File: config.mk
export PLATFORM = sky130hd
export DESIGN_NAME = sat_count8
export DESIGN_NICKNAME = d
export VERILOG_FILES = /design/src/rtl/sat_count8.sv
export SDC_FILE = /design/constraint.sdc
export NUM_CORES = 1
export LEC_CHECK = 0
export ABC_AREA = 1
export BUFFER_PORTS_ARGS = -buffer_cell sky130_fd_sc_hd__buf_2
export CAP_MARGIN = 0
export CORE_AREA = 3 3 40 42
export DETAILED_ROUTE_END_ITERATION = 8
export DIE_AREA = 0 0 43 45
export GPL_TIMING_DRIVEN = 0
export PLACE_DENSITY = 0.63
export SYNTH_ARGS = -nofsm -noshare
export SYNTH_HDL_FRONTEND = slang
export SYNTH_SLANG_ARGS = --single-unit
File: constraint.sdc
create_clock -name ph2 -period 1.7 [get_ports ph2]
set_clock_uncertainty 0.1 [all_clocks]
set_input_delay 0.255 -clock ph2 [delete_from_list [all_inputs] [get_ports ph2]]
set_output_delay 0.255 -clock ph2 [all_outputs]
set_load 0.02 [all_outputs]
File: src/rtl/sat_count8.sv
// 8-bit counter that sticks at 255; a synchronous clear beats an increment.
module sat_count8 (
  input  logic       ph2,
  input  logic       resetb,
  input  logic       clear,
  input  logic       inc,
  output logic [7:0] count
);

  always_ff @(posedge ph2 or negedge resetb) begin
    if (!resetb) begin
      count <= 8'd0;
    end else if (clear) begin
      count <= 8'd0;
    end else if (inc && (count != 8'hFF)) begin
      count <= count + 8'd1;
    end
  end

endmodule

==> results.txt, run 1 <==
----------------------------------------------------
[Outcome]
  Status ... finished clean

[Synthesis]
  Count of state elements after synthesis ... 8
  Warnings from Yosys ... 0
  Most frequent cell after synthesis ... sky130_fd_sc_hd__nand2_1
  Largest cells by area after synthesis ... sky130_fd_sc_hd__dfrtp_1 39%, sky130_fd_sc_hd__nand2_1 18%, sky130_fd_sc_hd__nand3_1 8.8%
  Post-Synthesis Mean Instance Area ... approximately 6.9 µm²
  Primary FF master, synth ... sky130_fd_sc_hd__dfrtp_1
  Area share of fa/ha/maj cells after synthesis ... under 10%
  Number of enable-type register cells in the synthesized netlist ... 0
  Synth async-reset ratio ... 100.0%
  Combinational family with the most area after synthesis ... simple AND/OR/NAND/NOR gates
  Cell taking the most area after synthesis ... sky130_fd_sc_hd__dfrtp_1
  Post-synth cell types ... 15
  Number of instances in the synthesized netlist ... between 70 and 80
  Cell area after synthesis ... 511.7 µm²
  Part of the Yosys area used for sequential elements ... between 30% and 40%
  Post-synth top cells ... 25 x sky130_fd_sc_hd__nand2_1, 10 x sky130_fd_sc_hd__inv_1, 9 x sky130_fd_sc_hd__nand3_1, 8 x sky130_fd_sc_hd__dfrtp_1, 5 x sky130_fd_sc_hd__nor2_1
  Area fraction of the dominant cell type after synthesis ... between 30% and 40%
  Synthesized net count ... between 70 and 80
  Post-synthesis mux area share ... 0%
  Synth Area in Simple Gates ... 39.85%
  Compound-Gate Fraction of Synth Area ... 9.535%
  Xor and xnor fraction of the mapped netlist area ... 0%

[Clocking]
  Count of clock tree sinks ... 8
  Num CTS Buffers ... 3
  TritonCTS clock tree ... built
  CTS H-Tree Depth ... 1
  Clock root buffer ... sky130_fd_sc_hd__clkbuf_4
  Max clock buf depth ... 2
  Post-CTS setup buffer count ... 0
  Clock edge transition at the registers on the reported setup and hold paths ... 0.06 ns
  Source-to-sink clock delay at the later pin of the worst-skew pair ... 0.26 ns

[Finish]
  Antenna fix cells ... 0
  Area Overhead vs Synth ... 21.52%
  Max FFs per register ... 8
  Largest register by flop count ... count
  Number of nets in the final layout ... 96
  Final cell area excluding filler cells ... about 620 µm²
  Fraction of final layout cells sized beyond drive strength 1 ... between 20% and 30%
  Leading registers by flop count ... count: 8 flops

[Route]
  Number of DRC markers in iteration 0 ... 11
  TritonRoute pass-1 iters ... 6
  Final ANT Viol Nets ... 0
  Total number of vias ... about 500
  Final routed DRC violation total ... 0
  Detailed-route vias per instance ... between 4 and 5
  Routed wire length per instance ... approximately 11 µm
  Total wire length ... 1189 µm

[GRT]
  Maximum number of pins on one net before global-route repair ... 9
  Initial antenna violation count ... 0
  Global-route wire length before repair ... 1745 µm
  Number of global-route vias before repair ... roughly 390
  Grt ovf ... 0
  GR Util All Layers ... about an eighth

[Floorplanning]
  # IOs ... 12
  Placeable core region ... around 1300 µm²
  Initial cell density of the core ... roughly 40%
  Die height ... 45 µm
  Horizontal die dimension ... approximately 43 µm
  Number of rows created at floorplan ... 13
  Die Footprint ... 1935 µm²

[Worst setup path]
  CP Launch Type ... flop
  Cell class contributing the biggest share of worst-path delay ... flip-flops
  Setup slack of the worst register-to-register path ... ~0.27 ns
  Cell with the largest stage delay on the worst path ... sky130_fd_sc_hd__dfrtp_1
  Cells along the critical path ... ha_1, nand2_2, nor2_2, a21oi_2, nand3_1, nand2_1, inv_1
  R2r endpoint ... count[7]
  FF-to-FF Start ... count[1]
  Critical path required time ... 1.76 ns
  Maximum net fanout on the critical path ... 5
  Buffers plus inverters on the worst setup path ... 1
  Type of the worst setup path ... flop to flop
  CP endpoint kind ... flop
  Critical path data arrival time ... ~1.5 ns
  R2R cell count ... 7
  Slowest cell delay on critical path ... between 0.4 and 0.5 ns

[Hold path]
  Sink of the worst hold path ... count[5]
  Cell depth of the worst min-delay path ... 3
  HP Start ... inc
  Kind of path behind the tightest hold check ... input pin to flop

[Timing]
  Worst slew slack as a fraction of its limit ... 81.55%
  Max-slew violation count ... 0
  Max Freq ... between 600 and 700 MHz
  Count of endpoints failing setup in the final report ... 0
  Final Hold Vio Count ... 0
  Final Critical Period ... 1.433 ns
  Transition at the pin with the smallest max-transition slack ... approximately 0.28 ns
  Setup_tns ... 0 ns
  Unrepaired setup endpoints after global routing ... false
  Worst hold slack ... around 0.22 ns
  Final worst path period share ... a little over four fifths

[Power and ir drop]
  Cell-internal power ... 302.5 µW
  Power per Cell Area ... a little under 700 nW/µm²
  Share of power burned in registers ... between 40% and 50%
  Share of total power in the clock network ... between 30 and 40%
  Net Sw Frac ... 28.59%
  IR drop worst, VDD ... approximately 0.00044 V
  Reported leakage power ... between 0.0003 and 0.0004 µW
  Final Total Pwr ... 423.7 µW
  Switching power total ... 121.1 µW
  Combinational fraction of design power ... around 15%

[Job]
  Maxcap violations ... 0

[Place]
  Detailed Place HPWL ... 864.2 µm
  IO buf count ... 11
  Post-detailed-placement cell area ... 585.6 µm²
  Global placement routability congestion ... between 0.8 and 0.9

----------------------------------------------------
-- timing repair --
action | CTS | global route
gates resized for setup | 0 | 1
hold buffers | 1 | 0
setup endpoints to repair | 0 | 1
endpoints found under the hold margin | 8 | 0
-- cell type report --
| type | count | area (µm²) |
|---|---|---|
| timing repair buffer | 12 | 65.06 |
| fill | 115 | 663.1 |
| clock buffer | 3 | 22.52 |
| inverter | 11 | 46.29 |
| sequential | 8 | 200.2 |
| multi-input combinational | 55 | 269.0 |
| tap | 15 | 18.77 |
-- metrics by stage --
step / util, % / instances / worst slack (ns)
6_report: 48.39 / 104 / 0.2669
2_1_floorplan: - / 74 / 0.2369
3_5_place_dp: 45.57 / 100 / 0.1561
3_3_place_gp: 45.57 / 100 / 0.1750
5_1_grt: 48.39 / 104 / 0.1369
4_1_cts: 48.10 / 104 / 0.1418
-- how the worst max path moves through the flow --
stage | startpoint | slack, ns | cells past startpoint | to
after floorplan | count[0] | 0.24 | 7 | count[7]
after global placement | count[0] | 0.18 | 7 | count[7]
after detailed placement | count[0] | 0.16 | 7 | count[7]
after CTS | count[1] | 0.14 | 7 | count[7]
after global routing | count[1] | 0.14 | 7 | count[7]
final | count[1] | 0.27 | 7 | count[7]
-- power groups by stage --
stage	Sequential, µW	Clock, µW	Combinational [µW]
floorplan	222	0	28.5
detailed placement	213	0	63.2
CTS	209	160	65.1
global route	211	166	71.0
global placement	213	0	62.8
finish	209	150	64.4
-- tightest hold or removal path, stage by stage --
cell                      delay (ns)
sky130_fd_sc_hd__buf_2          0.11
sky130_fd_sc_hd__nor3_1         0.05
sky130_fd_sc_hd__a21oi_2        0.11
-- per-layer routing --
layer | vias to the layer above | share of wire, % | GRT usage, %
met5 | - | 0 | 0
met4 | 0 | 1.7 | 9.036
met1 | 225 | 52 | 17.94
met2 | 12 | 41 | 17.07
li1 | 266 | - | -
met3 | 4 | 5.0 | 2.390
-- layout by cell type, fill, tap and decap left out --
cell                            Yosys  routed
sky130_fd_sc_hd__a21oi_1            4       3
sky130_fd_sc_hd__a21oi_2            1       2
sky130_fd_sc_hd__buf_2              0      11
sky130_fd_sc_hd__clkbuf_4           0       3
sky130_fd_sc_hd__clkinv_4           1       1
sky130_fd_sc_hd__dfrtp_1            8       8
sky130_fd_sc_hd__dlygate4sd3_1      0       1
sky130_fd_sc_hd__ha_1               1       1
sky130_fd_sc_hd__inv_1             10      10
sky130_fd_sc_hd__nand2_1           25      25
sky130_fd_sc_hd__nand2_2            2       2
sky130_fd_sc_hd__nand2_4            1       1
sky130_fd_sc_hd__nand3_1            9       9
sky130_fd_sc_hd__nor2_1             5       5
sky130_fd_sc_hd__nor2_2             2       2
sky130_fd_sc_hd__nor3_1             2       2
sky130_fd_sc_hd__o21ai_1            1       1
sky130_fd_sc_hd__o21bai_1           2       2
-- kinds of logic after synthesis --
| family | Yosys count |
|---|---|
| buf+inv | 11 |
| compound gates | 8 |
| simple gates | 46 |
| fa+ha+maj | 1 |
| flops | 8 |
Note: power is estimated with default switching activity, not from simulation.
==> inputs of run 2 (changes only) <==
--- a/config.mk
+++ b/config.mk
@@ -5,14 +5,14 @@
 export SDC_FILE = /design/constraint.sdc
 export NUM_CORES = 1
 export LEC_CHECK = 0
-export ABC_AREA = 1
+export ABC_AREA = 0
 export BUFFER_PORTS_ARGS = -buffer_cell sky130_fd_sc_hd__buf_2
 export CAP_MARGIN = 0
 export CORE_AREA = 3 3 40 42
 export DETAILED_ROUTE_END_ITERATION = 8
 export DIE_AREA = 0 0 43 45
 export GPL_TIMING_DRIVEN = 0
-export PLACE_DENSITY = 0.63
+export PLACE_DENSITY = 0.6
 export SYNTH_ARGS = -nofsm -noshare
 export SYNTH_HDL_FRONTEND = slang
 export SYNTH_SLANG_ARGS = --single-unit
==> constraint.sdc (replaced) <==
create_clock -name ph2 -period 1.38 [get_ports ph2]
set_clock_uncertainty 0.1 [all_clocks]
set_input_delay 0.207 -clock ph2 [delete_from_list [all_inputs] [get_ports ph2]]
set_output_delay 0.207 -clock ph2 [all_outputs]
set_load 0.02 [all_outputs]
==> run 2 against run 1 <==
  * The flow now finishes with violations (setup timing)
  * Critical endpoint is now count[0]
  * Worst setup slack worse by 0.33 ns
  * Cell count shrank 18%
  * Global-route usage grew 0.61 points
  * Largest cell class unchanged
  * Routed wire length grew 0.67%
  * Register-to-register slack worse by 0.33 ns
  * Total power increased by 25%
  * Design area is 8.7% higher
  * Sequential power increased by 19%
  * Clock power is 37% higher
  * Sequential share of layout area fell by 1.8 points
  * Combinational power rose by 18%
  * Core utilization is 4.2 points higher
==> results.txt, run 2 <==
----------------------------------------------------
[Outcome]
  Status ... finished with violations
  Violations in the final reports ... setup timing

[Route]
  Total number of vias ... around 460
  Number of DRC markers in iteration 0 ... 11
  Detailed-route vias per instance ... roughly 5.4
  Final routed DRC violation total ... 0
  Routed wire length per instance ... 14.08 µm
  Total wire length ... 1197 µm
  Final ANT Viol Nets ... 0
  TritonRoute pass-1 iters ... 4

[GRT]
  Initial antenna violation count ... 0
  Grt ovf ... 0
  Global-route wire length before repair ... 1876 µm
  Number of global-route vias before repair ... 420
  GR Util All Layers ... 13.27%
  Maximum number of pins on one net before global-route repair ... 11

[Finish]
  Largest register by flop count ... count
  Antenna fix cells ... 0
  Commonest non-fill, non-tap cell in the layout ... sky130_fd_sc_hd__buf_2
  Fraction of final layout cells sized beyond drive strength 1 ... around 49%
  Number of nets in the final layout ... 76
  Area Overhead vs Synth ... 45.55%
  Final cell area excluding filler cells ... roughly 680 µm²
  Leading registers by flop count ... count: 8 flops
  Highest-count cells in the layout ignoring fill and taps ... 11 x sky130_fd_sc_hd__buf_2, 6 x sky130_fd_sc_hd__buf_4, 4 x sky130_fd_sc_hd__nor3_1, 4 x sky130_fd_sc_hd__dfrtp_2, 4 x sky130_fd_sc_hd__dfrtp_1
  Max FFs per register ... 8
  Final Instance Count excl. Fillers ... between 80 and 90

[Worst setup path]
  Maximum net fanout on the critical path ... 4
  Type of the worst setup path ... flop to flop
  Cells along the critical path ... ha_4, and4_4, a21boi_4, mux2_4
  R2r endpoint ... count[0]
  Critical path data arrival time ... between 1 and 1.5 ns
  Buffers plus inverters on the worst setup path ... 0
  CP Launch Type ... flop
  Instance count on the critical path ... 4
  Setup slack of the worst register-to-register path ... -0.06 ns
  Cell class contributing the biggest share of worst-path delay ... flip-flops
  R2R cell count ... 4
  Critical path required time ... 1.42 ns
  CP endpoint kind ... flop
  FF-to-FF Start ... count[1]
  Cell with the largest stage delay on the worst path ... sky130_fd_sc_hd__dfrtp_2
  Slowest cell delay on critical path ... around 0.42 ns

[Synthesis]
  Warnings from Yosys ... 0
  Cell taking the most area after synthesis ... sky130_fd_sc_hd__dfrtp_1
  Number of enable-type register cells in the synthesized netlist ... 0
  Synth async-reset ratio ... 100.0%
  Post-synth top cells ... 8 x sky130_fd_sc_hd__dfrtp_1, 4 x sky130_fd_sc_hd__nor3_1, 3 x sky130_fd_sc_hd__a21oi_1, 3 x sky130_fd_sc_hd__nand2b_1, 3 x sky130_fd_sc_hd__nor2b_1
  Most frequent cell after synthesis ... sky130_fd_sc_hd__dfrtp_1
  Post-synth cell types ... 28
  Cell area after synthesis ... ~460 µm²
  Primary FF master, synth ... sky130_fd_sc_hd__dfrtp_1
  Synthesized net count ... between 50 and 60
  Largest cells by area after synthesis ... sky130_fd_sc_hd__dfrtp_1 43%, sky130_fd_sc_hd__mux2_2 4.9%, sky130_fd_sc_hd__nor3_1 4.3%
  Area fraction of the dominant cell type after synthesis ... 43.13%
  Part of the Yosys area used for sequential elements ... about 43%
  Count of state elements after synthesis ... 8
  Number of instances in the synthesized netlist ... 49
  Post-Synthesis Mean Instance Area ... 9.473 µm²

[Place]
  Global placement routability congestion ... 0.6734
  Detailed Place HPWL ... between 700 and 800 µm
  IO buf count ... 10
  Post-detailed-placement cell area ... between 500 and 600 µm²
  DP Cell Count ... 74

[Power and ir drop]
  Power per Cell Area ... 783.0 nW/µm²
  Share of power burned in registers ... 46.9%
  Share of total power in the clock network ... about two fifths
  Cell-internal power ... between 300 and 400 µW
  Combinational fraction of design power ... about 14%
  Switching power total ... approximately 140 µW
  Reported leakage power ... 0.0002948 µW
  IR drop worst, VDD ... between 0.0004 and 0.0005 V
  Net Sw Frac ... about a quarter
  Final Total Pwr ... around 530 µW

[Timing]
  Final Critical Period ... roughly 1.4 ns
  Count of endpoints failing setup in the final report ... 4
  Unrepaired setup endpoints after global routing ... true
  Final Hold Vio Count ... 0
  Worst slew slack as a fraction of its limit ... between 70% and 80%
  Max Freq ... slightly below 700 MHz
  Max-slew violation count ... 0
  Final worst path period share ... 104.7%
  Transition at the pin with the smallest max-transition slack ... between 0.4 and 0.5 ns
  Setup_tns ... -0.1589 ns
  Worst-case setup margin in the final layout ... -0.06424 ns

[Job]
  Maxcap violations ... 0

[Clocking]
  Max clock buf depth ... 2
  TritonCTS clock tree ... built
  CTS H-Tree Depth ... 1
  Num CTS Buffers ... 3
  Count of clock tree sinks ... 8
  Clock root buffer ... sky130_fd_sc_hd__clkbuf_4
  Clock edge transition at the registers on the reported setup and hold paths ... roughly 0.060 ns
  Source-to-sink clock delay at the later pin of the worst-skew pair ... roughly 0.26 ns

[Floorplanning]
  Placeable core region ... roughly 1300 µm²
  Die height ... roughly 45 µm
  Initial cell density of the core ... between 30 and 40%
  Horizontal die dimension ... 43 µm
  Number of rows created at floorplan ... 13
  Die Footprint ... 1935 µm²
  # IOs ... 12

[Hold path]
  Kind of path behind the tightest hold check ... input pin to asynchronous set/reset pin

----------------------------------------------------
## run 2: what timing repair did
action / CTS / global route
gates cloned: 0 / 0
endpoints found under the setup margin: 4 / 6
pin swaps: 5 / 1
resized for setup: 6 / 2
hold endpoints to repair: 8 / 0
hold buffers: 1 / 0
setup buffers: 6 / 0
## run 2: logic make-up after synthesis
kind of cell | Yosys count | share of synthesized area (%)
buf+inv | 4 | 3.503
simple gates | 24 | 31.00
compound gates | 9 | 12.67
fa+ha+maj | 1 | 2.695
flops | 8 | 43.13
mux | 3 | 7.008
## run 2: how the worst max path moves through the flow
stage | from | to | slack (ns)
2_1_floorplan | count[1] | count[0] | -0.18
3_3_place_gp | count[0] | count[0] | -0.19
3_5_place_dp | count[0] | count[0] | -0.21
4_1_cts | count[0] | count[3] | -0.06
5_1_grt | count[7] | count[5] | -0.09
6_report | count[1] | count[0] | -0.06
## run 2: cell type report
type | instances | area (µm²)
sequential | 8 | 205.2
tap | 15 | 18.77
clock buffer | 4 | 26.28
fill | 119 | 609.3
buffer | 2 | 8.758
inverter | 2 | 7.507
timing repair buffer | 17 | 105.1
multi-input combinational | 37 | 304.0
## run 2: metrics by stage
| stage | setup slack (ns) | utilization, % | hold slack [ns] |
|---|---|---|---|
| 6_report | -0.06424 | 52.58 | 0.2115 |
| 2_1_floorplan | -0.1815 | - | -0.1886 |
| 3_5_place_dp | -0.2051 | 43.52 | -0.03214 |
| 4_1_cts | -0.06224 | 51.90 | 0.2254 |
| 5_1_grt | -0.09435 | 52.58 | 0.2298 |
| 3_3_place_gp | -0.1937 | 43.52 | -0.03405 |
## run 2: power by group through the flow
stage,logic [µW],registers (µW),clock network [µW]
floorplan,28.4,262,0
global placement,54.3,256,0
detailed placement,54.5,257,0
CTS,77.1,247,207
global route,84.0,248,220
finish,75.8,248,205
## run 2: per-layer routing
| layer | track usage, % | routed length [µm] |
|---|---|---|
| met1 | 15.80 | 489 |
| met5 | 0 | 0 |
| met2 | 22.46 | 609 |
| met3 | 2.789 | 72 |
| met4 | 7.229 | 25 |
==> inputs of run 3 (changes only) <==
==> constraint.sdc (replaced) <==
create_clock -name ph2 -period 1.38 [get_ports ph2]
set_clock_uncertainty 0.1 [all_clocks]
set_input_delay 0.207 -clock ph2 [delete_from_list [all_inputs] [get_ports ph2]]
set_output_delay 0.207 -clock ph2 [all_outputs]
set_load 0.1 [all_outputs]
==> run 3 against run 2 <==
  * The run still ends with setup timing left
  * Via count down 5.2%
  * Die area unchanged
  * Sequential power increased by 2%
  * Worst setup slack got worse by 0.11 ns
  * Clock power decreased by 11%
  * Critical path depth stayed put
  * First-iteration DRC count decreased by 82%
  * Sequential share of layout area up 2.1 points
  * Count of clock-buffer cells in the layout down 1
  * Critical path type unchanged
  * Critical endpoint unchanged
==> results.txt, run 3 (same netlist as run 2, synthesis figures left out) <==
----------------------------------------------------
[Finish]
  Leading registers by flop count ... count: 8 flops
  Highest-count cells in the layout ignoring fill and taps ... 10 x sky130_fd_sc_hd__buf_4, 6 x sky130_fd_sc_hd__dfrtp_4, 4 x sky130_fd_sc_hd__buf_2, 4 x sky130_fd_sc_hd__nor3_1
  Commonest non-fill, non-tap cell in the layout ... sky130_fd_sc_hd__buf_4
  Fraction of final layout cells sized beyond drive strength 1 ... 52.24%
  Number of nets in the final layout ... between 70 and 80
  Final Instance Count excl. Fillers ... 82
  Area Overhead vs Synth ... 49.60%
  Max FFs per register ... 8
  Antenna fix cells ... 0
  Largest register by flop count ... count

[Route]
  Final routed DRC violation total ... 0
  Total number of vias ... between 400 and 500
  TritonRoute pass-1 iters ... 2
  Number of DRC markers in iteration 0 ... 2
  Final ANT Viol Nets ... 0
  Routed wire length per instance ... 13.20 µm
  Detailed-route vias per instance ... between 5 and 6
  Total wire length ... between 1000 and 1500 µm

[Job]
  Maxcap violations ... 0

[Timing]
  Max-slew violation count ... 0
  Worst-case setup margin in the final layout ... -0.1758 ns
  Max Freq ... approximately 640 MHz
  Worst slew slack as a fraction of its limit ... 68.04%
  Final Critical Period ... roughly 1.6 ns
  Transition at the pin with the smallest max-transition slack ... ~0.48 ns
  Final worst path period share ... 112.7%
  Final Hold Vio Count ... 0
  Unrepaired setup endpoints after global routing ... true
  Count of endpoints failing setup in the final report ... 7

[Worst setup path]
  R2R cell count ... 4
  Cell class contributing the biggest share of worst-path delay ... flip-flops
  Cell with the largest stage delay on the worst path ... sky130_fd_sc_hd__dfrtp_4
  CP Launch Type ... flop
  Critical path required time ... 1.42 ns
  Critical path data arrival time ... about 1.6 ns
  Buffers plus inverters on the worst setup path ... 0
  Cells along the critical path ... ha_4, and4_4, a21boi_4, mux2_4
  Instance count on the critical path ... 4
  Slowest cell delay on critical path ... about 0.50 ns
  CP endpoint kind ... flop
  Type of the worst setup path ... flop to flop
  Maximum net fanout on the critical path ... 4

[Clocking]
  CTS H-Tree Depth ... 1
  Count of clock tree sinks ... 8
  Clock edge transition at the registers on the reported setup and hold paths ... around 0.06 ns
  Source-to-sink clock delay at the later pin of the worst-skew pair ... 0.26 ns
  TritonCTS clock tree ... built
  Max clock buf depth ... 2
  Clock root buffer ... sky130_fd_sc_hd__clkbuf_4
  Num CTS Buffers ... 3

[Power and ir drop]
  Final Total Pwr ... ~550 µW
  IR drop worst, VDD ... 0.0005610 V
  Reported leakage power ... 0.0002756 µW
  Power per Cell Area ... slightly below 800 nW/µm²

[GRT]
  Initial antenna violation count ... 0
  Global-route wire length before repair ... 1918 µm
  Grt ovf ... 0
  Number of global-route vias before repair ... about 400
  Maximum number of pins on one net before global-route repair ... 11
  GR Util All Layers ... 13.72%

[Outcome]
  Status ... finished with violations
  Violations in the final reports ... setup timing

[Floorplanning]
  Placeable core region ... 1285 µm²
  Die Footprint ... a little under 2000 µm²
  Die height ... around 45 µm
  Number of rows created at floorplan ... 13
  # IOs ... 12
  Horizontal die dimension ... around 43 µm
  Initial cell density of the core ... 36.12%

[Place]
  Global placement routability congestion ... a little over 0.7
  DP Cell Count ... 74
  Detailed Place HPWL ... 732.3 µm
  IO buf count ... 10

[Hold path]
  Kind of path behind the tightest hold check ... input pin to asynchronous set/reset pin

----------------------------------------------------
## run 3: cell types whose count changed in the layout (fill, tap and decap cells not counted), sizes merged
| cell | change |
|---|---|
| buf | -2 |
| clkbuf | -1 |
## run 3: path summary, 6_finish.rpt
path	startpoint	end	slack, ns
max	count[0]	count[0]	-0.18
min	resetb	count[0]	0.22
max reg2reg	count[0]	count[0]	-0.18
min reg2reg	count[4]	count[4]	0.54
max in group asynchronous	resetb	count[1]	0.76
min in group ph2	clear	count[3]	0.23
## run 3: worst register-to-register path: stages (launching register included)
cell and delay (ns):
sky130_fd_sc_hd__dfrtp_4 0.50, sky130_fd_sc_hd__ha_4 0.17, sky130_fd_sc_hd__and4_4 0.20, sky130_fd_sc_hd__a21boi_4 0.16, sky130_fd_sc_hd__mux2_4 0.31
## run 3: layout make-up
class | instances | area, µm²
tap | 15 | 18.77
timing repair buffer | 15 | 120.1
clock buffer | 3 | 22.52
sequential | 8 | 225.2
fill | 121 | 590.6
inverter | 2 | 7.507
multi-input combinational | 37 | 291.5
buffer | 2 | 8.758
## run 3: routing by layer
layer	up-vias	share of wire [%]	global-route usage, %
met5	-	0	0
met4	0	0.83	3.614
met3	2	8.2	7.968
met2	12	44	19.16
met1	205	47	18.09
li1	219	-	-
## run 3: stage by stage
| step | cell area, µm² | hold WS, ns | utilization (%) | TNS (ns) | setup WS [ns] |
|---|---|---|---|---|---|
| 2_1_floorplan | 510.5 | -0.1886 | - | -1.573 | -0.3699 |
| 3_3_place_gp | 579.3 | -0.03605 | 45.08 | -0.6623 | -0.2391 |
| 3_5_place_dp | 579.3 | -0.03589 | 45.08 | -0.7244 | -0.2496 |
| 4_1_cts | 694.4 | 0.2227 | 54.04 | -0.7412 | -0.1775 |
| 5_1_grt | 694.4 | 0.2360 | 54.04 | -1.064 | -0.2246 |
| 6_report | 694.4 | 0.2228 | 54.04 | -0.6994 | -0.1758 |
## run 3: timing repair
item	4_1_cts	5_1_grt
pin swaps	2	0
endpoints found under the hold margin	8	0
setup endpoints to repair	13	9
buffers inserted	4	0
gates resized for setup	16	0
hold buffers	1	0
## run 3: report_power, final
group / leakage [µW] / internal [µW] / switching [µW]
Clock: 0.0000138 / 99.7 / 82.1
Sequential: 0.0000956 / 244 / 8.90
Combinational: 0.000166 / 43.2 / 72.3
Total: 0.000276 / 387 / 163
